[config.mk]
export PLATFORM = sky130hd
export DESIGN_NAME = rv32imf_prefetch_buffer
export DESIGN_NICKNAME = d
export VERILOG_FILES = /design/src/rtl/rv32imf_pkg.sv /design/src/rtl/rv32imf_fetch_fifo.sv /design/src/rtl/rv32imf_prefetch_buffer.sv
export SDC_FILE = /design/constraint.sdc
export NUM_CORES = 1
export LEC_CHECK = 0
export ABC_AREA = 1
export CAP_MARGIN = 20
export CORE_MARGIN = 2
export CORE_UTILIZATION = 50
export CTS_BUF_LIST = sky130_fd_sc_hd__clkbuf_4 sky130_fd_sc_hd__clkbuf_8
export CTS_CLUSTER_SIZE = 8
export DETAILED_ROUTE_END_ITERATION = 8
export GPL_ROUTABILITY_DRIVEN = 0
export HOLD_SLACK_MARGIN = 0.1
export MAX_ROUTING_LAYER = met4
export PLACE_DENSITY = 0.77
export REMOVE_ABC_BUFFERS = 1
export SETUP_SLACK_MARGIN = 0.15
export SLEW_MARGIN = 20
export SYNTH_ARGS = -nofsm -noshare
export SYNTH_HDL_FRONTEND = slang
export SYNTH_HIERARCHICAL = 1
export SYNTH_SLANG_ARGS = --single-unit
export TNS_END_PERCENT = 30
[constraint.sdc]
create_clock -name clk -period 3.2 [get_ports clk]
set_input_delay 0.64 -clock clk [delete_from_list [all_inputs] [get_ports clk]]
set_output_delay 0.64 -clock clk [all_outputs]
set_load 0.02 [all_outputs]
[src/rtl/rv32imf_pkg.sv]
// ============================================================================
// rv32imf_pkg : shared prefetch FSM state encoding and default depth constants
// Revision    : 1.0
// ============================================================================
`default_nettype none

package rv32imf_pkg;

    typedef enum logic [1:0] {
        PF_IDLE           = 2'd0,
        PF_REQ            = 2'd1,
        PF_WAIT_GNT_FLUSH = 2'd2
    } pf_state_e;

    localparam int unsigned PF_FIFO_DEPTH_DEFAULT      = 2;
    localparam int unsigned PF_MAX_OUTSTANDING_DEFAULT = 2;

endpackage

`default_nettype wire

[src/rtl/rv32imf_fetch_fifo.sv]
// ============================================================================
// rv32imf_fetch_fifo : instruction word FIFO with push/pop/flush and count
// Revision           : 1.0
// ============================================================================
`default_nettype none

module rv32imf_fetch_fifo #(
    parameter int unsigned DEPTH = 2,
    parameter int unsigned WIDTH = 32
) (
    input  logic                   clk,
    input  logic                   rst_n,
    input  logic                   flush_i,
    input  logic                   push_i,
    input  logic [WIDTH-1:0]       wdata_i,
    input  logic                   pop_i,
    output logic [WIDTH-1:0]       rdata_o,
    output logic [$clog2(DEPTH):0] count_o,
    output logic                   empty_o,
    output logic                   full_o
);
    localparam int unsigned PTR_W = $clog2(DEPTH);
    localparam int unsigned CNT_W = PTR_W + 1;

    logic [WIDTH-1:0] mem_q [DEPTH];
    logic [PTR_W-1:0] rptr_q;
    logic [PTR_W-1:0] wptr_q;
    logic [CNT_W-1:0] count_q;
    logic             pop_ok;
    logic             push_ok;

    assign empty_o = (count_q == '0);
    assign full_o  = (count_q == CNT_W'(DEPTH));
    assign count_o = count_q;
    assign rdata_o = mem_q[rptr_q];

    // A full FIFO still accepts a push when the head leaves in the same cycle.
    assign pop_ok  = pop_i && !empty_o;
    assign push_ok = push_i && (!full_o || pop_ok);

    always_ff @(posedge clk or negedge rst_n) begin
        if (!rst_n) begin
            rptr_q  <= '0;
            wptr_q  <= '0;
            count_q <= '0;
            for (int i = 0; i < int'(DEPTH); i++) begin
                mem_q[i] <= '0;
            end
        end else if (flush_i) begin
            rptr_q  <= '0;
            wptr_q  <= '0;
            count_q <= '0;
        end else begin
            if (push_ok) begin
                mem_q[wptr_q] <= wdata_i;
                wptr_q        <= wptr_q + PTR_W'(1);
            end
            if (pop_ok) begin
                rptr_q <= rptr_q + PTR_W'(1);
            end
            count_q <= count_q + CNT_W'(push_ok) - CNT_W'(pop_ok);
        end
    end

endmodule

`default_nettype wire

[src/rtl/rv32imf_prefetch_buffer.sv]
// ============================================================================
// rv32imf_prefetch_buffer : instruction prefetcher with redirect/discard logic
// Option : RV32IMF_FETCH_BYPASS_EN forwards responses straight to the aligner
// Revision : 1.0
// ============================================================================
`default_nettype none

module rv32imf_prefetch_buffer
    import rv32imf_pkg::*;
#(
    parameter int unsigned FIFO_DEPTH      = PF_FIFO_DEPTH_DEFAULT,
    parameter int unsigned MAX_OUTSTANDING = PF_MAX_OUTSTANDING_DEFAULT
) (
    input  logic        clk,
    input  logic        rst_n,
    input  logic        req_i,
    input  logic        branch_i,
    input  logic [31:0] branch_addr_i,
    output logic        fetch_valid_o,
    input  logic        fetch_ready_i,
    output logic [31:0] fetch_rdata_o,
    output logic        instr_req_o,
    input  logic        instr_gnt_i,
    output logic [31:0] instr_addr_o,
    input  logic        instr_rvalid_i,
    input  logic [31:0] instr_rdata_i,
    output logic        busy_o
);
    localparam int unsigned CNT_W = $clog2(FIFO_DEPTH) + 1;
    localparam int unsigned OUT_W = $clog2(MAX_OUTSTANDING + 1);

    pf_state_e        state_q, state_d;
    logic [31:0]      addr_q, addr_d;
    logic [31:0]      target_q, target_d;
    logic             addr_valid_q, addr_valid_d;
    logic [OUT_W-1:0] outstanding_q, outstanding_d;
    logic [OUT_W-1:0] discard_q, discard_d;

    logic [31:0]      branch_target;
    logic             can_issue;
    logic             granted;
    logic             accept;
    logic             drop;
    logic             deliver;
    logic             fifo_push;
    logic             fifo_pop;
    logic [31:0]      fifo_head;
    logic [CNT_W-1:0] fifo_count;
    logic             fifo_empty;
    logic             fifo_full;
    logic             unused_addr_bits;

    assign branch_target    = {branch_addr_i[31:2], 2'b00};
    assign unused_addr_bits = ^{branch_addr_i[1:0], fifo_full};

    assign can_issue = req_i && addr_valid_q
                     && ((32'(outstanding_q) + 32'(fifo_count)) < FIFO_DEPTH)
                     && (32'(outstanding_q) < MAX_OUTSTANDING);

    always_comb begin
        state_d      = state_q;
        addr_d       = addr_q;
        target_d     = target_q;
        addr_valid_d = addr_valid_q;
        instr_req_o  = 1'b0;

        unique case (state_q)
            PF_IDLE: begin
                // The old address is stale during a redirect, so hold off one cycle.
                instr_req_o = can_issue && !branch_i;
                if (instr_req_o && !instr_gnt_i) begin
                    state_d = PF_REQ;
                end
            end
            PF_REQ: begin
                instr_req_o = 1'b1;
                if (instr_gnt_i) begin
                    state_d = PF_IDLE;
                end else if (branch_i) begin
                    state_d = PF_WAIT_GNT_FLUSH;
                end
            end
            PF_WAIT_GNT_FLUSH: begin
                instr_req_o = 1'b1;
                if (instr_gnt_i) begin
                    state_d = PF_IDLE;
                end
            end
            default: state_d = PF_IDLE;
        endcase

        granted = instr_req_o && instr_gnt_i;

        if (branch_i) begin
            target_d     = branch_target;
            addr_valid_d = 1'b1;
            // An ungranted request must keep its address; the target waits in target_q.
            if (!(instr_req_o && !instr_gnt_i)) begin
                addr_d = branch_target;
            end
        end else if (granted) begin
            addr_d = (state_q == PF_WAIT_GNT_FLUSH) ? target_q : (addr_q + 32'd4);
        end
    end

    // Responses with nothing outstanding (e.g. from before a reset) are ignored.
    assign accept  = instr_rvalid_i && (outstanding_q != '0);
    assign drop    = accept && (discard_q != '0);
    assign deliver = accept && !drop && !branch_i;

    always_comb begin
        outstanding_d = outstanding_q + OUT_W'(granted) - OUT_W'(accept);
        if (branch_i) begin
            discard_d = outstanding_d;
        end else begin
            discard_d = discard_q - OUT_W'(drop)
                      + OUT_W'(granted && (state_q == PF_WAIT_GNT_FLUSH));
        end
    end

`ifdef RV32IMF_FETCH_BYPASS_EN
    logic bypass;
    assign bypass        = deliver && fifo_empty;
    assign fetch_valid_o = !branch_i && (!fifo_empty || bypass);
    assign fetch_rdata_o = bypass ? instr_rdata_i : fifo_head;
    assign fifo_pop      = fetch_valid_o && fetch_ready_i && !fifo_empty;
    assign fifo_push     = deliver && !(bypass && fetch_ready_i);
`else
    assign fetch_valid_o = !branch_i && !fifo_empty;
    assign fetch_rdata_o = fifo_head;
    assign fifo_pop      = fetch_valid_o && fetch_ready_i;
    assign fifo_push     = deliver;
`endif

    assign instr_addr_o = addr_q;
    assign busy_o       = (outstanding_q != '0) || !fifo_empty;

    always_ff @(posedge clk or negedge rst_n) begin
        if (!rst_n) begin
            state_q       <= PF_IDLE;
            addr_q        <= '0;
            target_q      <= '0;
            addr_valid_q  <= 1'b0;
            outstanding_q <= '0;
            discard_q     <= '0;
        end else begin
            state_q       <= state_d;
            addr_q        <= addr_d;
            target_q      <= target_d;
            addr_valid_q  <= addr_valid_d;
            outstanding_q <= outstanding_d;
            discard_q     <= discard_d;
        end
    end

    rv32imf_fetch_fifo #(
        .DEPTH (FIFO_DEPTH),
        .WIDTH (32)
    ) u_fifo (
        .clk     (clk),
        .rst_n   (rst_n),
        .flush_i (branch_i),
        .push_i  (fifo_push),
        .wdata_i (instr_rdata_i),
        .pop_i   (fifo_pop),
        .rdata_o (fifo_head),
        .count_o (fifo_count),
        .empty_o (fifo_empty),
        .full_o  (fifo_full)
    );

endmodule

`default_nettype wire

==> results by group <==
Clock network
  – H-tree depth: 4
  – Num CTS Buffers: 17
  – Worst skew pair latency: approximately 0.45 ns
  – Clock tree from TritonCTS: yes
  – Buffer count from post-CTS setup fixing: 0
  – Clk sinks: 135
  – Max clock buf depth: 2
  – Worst-path clk slew: about 0.08 ns
  – Clk Tree Root Cell: clkbuf_8

Setup path
  – Critical Path Sink Type: output port
  – Critical Path Start Type: flip-flop
  – Critical Path RT: between 2 and 3 ns
  – Cell Chain, Critical Path: nand2_1 > inv_1 > fa_1 > nor2_1 > nand4_1 > nand2_1 > nand2_1 > inv_1 > dlygate4sd2_1
  – Cell mode on critical path: nand2_1
  – CP peak stage delay: ~0.43 ns
  – Setup CP Type: flip-flop to output port
  – R2r setup slk: roughly 0.7 ns
  – Worst Path Arrival: between 2 and 2.5 ns
  – CP max-delay cell: dfrtp_1
  – CP Max Fanout: 5
  – Worst Setup SP: u_fifo/count_o[0]$_DFF_PN0_
  – Worst r2r src: state_q[0]$_DFFE_PN0P_

Yosys
  – Post-synthesis instance total: between 1,000 and 1,500
  – Syn_area_per_cell: approximately 7.3 um2
  – Synth Warn #: 6
  – Post-Syn Area: around 7500 um2

Placed design
  – Port buffer count: 133
  – Post-DP HPWL: ~12 mm
  – Setup WS pre-CTS: just over 0.4 ns
  – Placed inst area: slightly below 9000 um2

Global routing
  – Total grt overflow: 0
  – First-pass GRT wire length: slightly above 30 mm
  – GR Util All Layers: 0.242
  – Initial antenna violation count: 1
  – Largest net degree at the start of global routing: slightly below 90
  – Vias in the first global route: about 6,400

Timing
  – RSZ-0062 raised after global routing: no
  – Min Tclk post-route: between 2 and 3 ns
  – Final slew viol count: 0
  – Period utilization: 0.910
  – Worst-Margin Slew: 0.770 ns
  – Final Hold Fails: 0
  – Rel. slew slack: 0.486
  – Fmax: approximately 340 MHz
  – Worst Skew: 0.0108 ns
  – Final WS setup: between 0.2 and 0.3 ns
  – Fin Hold WS: 0.171 ns
  – Setup TNS: 0 ns
  – Final setup vio count: 0

Route
  – DR vias/cell: between 5 and 6
  – Vias: approximately 6,900
  – Starting DRT DRC Count: between 300 and 400
  – Pre-antenna DRT Iters: 6
  – Remaining DRCs: 0
  – Drt wl/cell: between 10 and 15 um
  – Routed WL: between 15 and 20 mm
  – Final ANT Viol Nets: 0

Floorplan
  – Die span in x: around 130 um
  – Die area: between 15,000 and 20,000 um2
  – Placeable core region: 14,600 um2
  – Die Span Y: ~130 um
  – Initial Utilization: 0.515
  – Num ports: 138
  – Site Rows: between 40 and 50

Hold path
  – Worst hold path class: input port to async pin

Status
  – Result of the run: finished, final reports clean

Final layout
  – # nets final: approximately 1,200
  – Area grow syn2layout: 23.0%
  – Post-route cell area: around 9300 um2
  – Share of cells above drive strength 1: 0.0642

Power
  – PD cells: 835 nW/um2
  – Leak: 4.65 nW
  – Peak VDD IR: just under 500 uV
  – PnR Total Power: slightly below 8 mW

Flow run
  – MaxCap Viol Count: 0
[final cells by class]
type	instances	area (um2)
repair buffers	149	1470
diodes	1	2.50
fillers	1358	5370
flip-flops and latches	135	3380
well taps	184	230
inverters	80	300
multi-input cells	756	3520
clock inverters	14	128
clock buffers	18	248
[power by group]
part,total (mW),switching [mW],internal [mW],leakage (nW)
clock network,1.35,0.713,0.637,0.181
logic,3.62,2.11,1.50,2.77
registers,2.78,0.508,2.27,1.71
total,7.75,3.34,4.41,4.65
[layer usage]
metal  vias to the layer above  GRT usage  part of all wire
met4                         0     0.0724             0.015
met3                        26     0.0502             0.066
li1                       3508          -                 -
met1                      3175      0.317              0.45
met5                         -          -                 0
met2                       229      0.383              0.47
[per-stage QoR]
| step | cells | utilization |
|---|---|---|
| 2_1_floorplan | 971 | - |
| 3_3_place_gp | 1304 | 0.608 |
| 3_5_place_dp | 1304 | 0.608 |
| 4_1_cts | 1336 | 0.633 |
| 5_1_grt | 1337 | 0.634 |
| 6_report | 1337 | 0.634 |
[placed cells by master, fill, tap and decap left out, drive strengths merged]
cell type / count
a21boi: 13
a21oi: 42
buf: 18
bufinv: 1
clkbuf: 18
clkdlybuf4s50: 130
clkinv: 8
clkinvlp: 4
conb: 2
dfrtp: 135
diode: 1
dlygate4sd2: 1
fa: 1
ha: 11
inv: 81
nand2: 432
nand3: 45
nand3b: 1
nand4: 66
nor2: 71
nor3b: 1
nor4: 1
o21a: 2
o21ai: 57
or2: 1
xnor2: 5
xor2: 5
[final timing paths]
check / cells past startpoint / endpoint
worst max-delay path: 9 / instr_req_o
worst min-delay path: 1 / instr_addr_o[4]$_DFFE_PN0P_
worst max register to register: 9 / instr_addr_o[6]$_DFFE_PN0P_
worst min register to register: 1 / addr_valid_q$_DFFE_PN0P_
max in group asynchronous: 2 / u_fifo/mem_q[7]$_DFFE_PN0P_
min in group clk: 1 / addr_valid_q$_DFFE_PN0P_
[critical path: cells and delay by family (launching register included)]
kind	cells	cell delay, ns
and+or+nand+nor	5	0.51
adders and majority gates	1	0.42
buffers and inverters	3	0.46
DFF	1	0.43
[flip-flops by register name (all words and copies together) (netlist names)]
signal          count
discard_q           2
u_fifo/rptr_q       1
u_fifo/mem_q       64
outstanding_q       2
instr_addr_o       30
addr_valid_q        1
target_q           30
u_fifo/count_o      2
u_fifo/wptr_q       1
state_q             2
[repair_timing]
action,CTS,global route
resized for setup,1,0
endpoints found under the setup margin,1,0
hold endpoints to repair,0,0
hold buffers,0,0
Power figures use the tool's default switching activity.
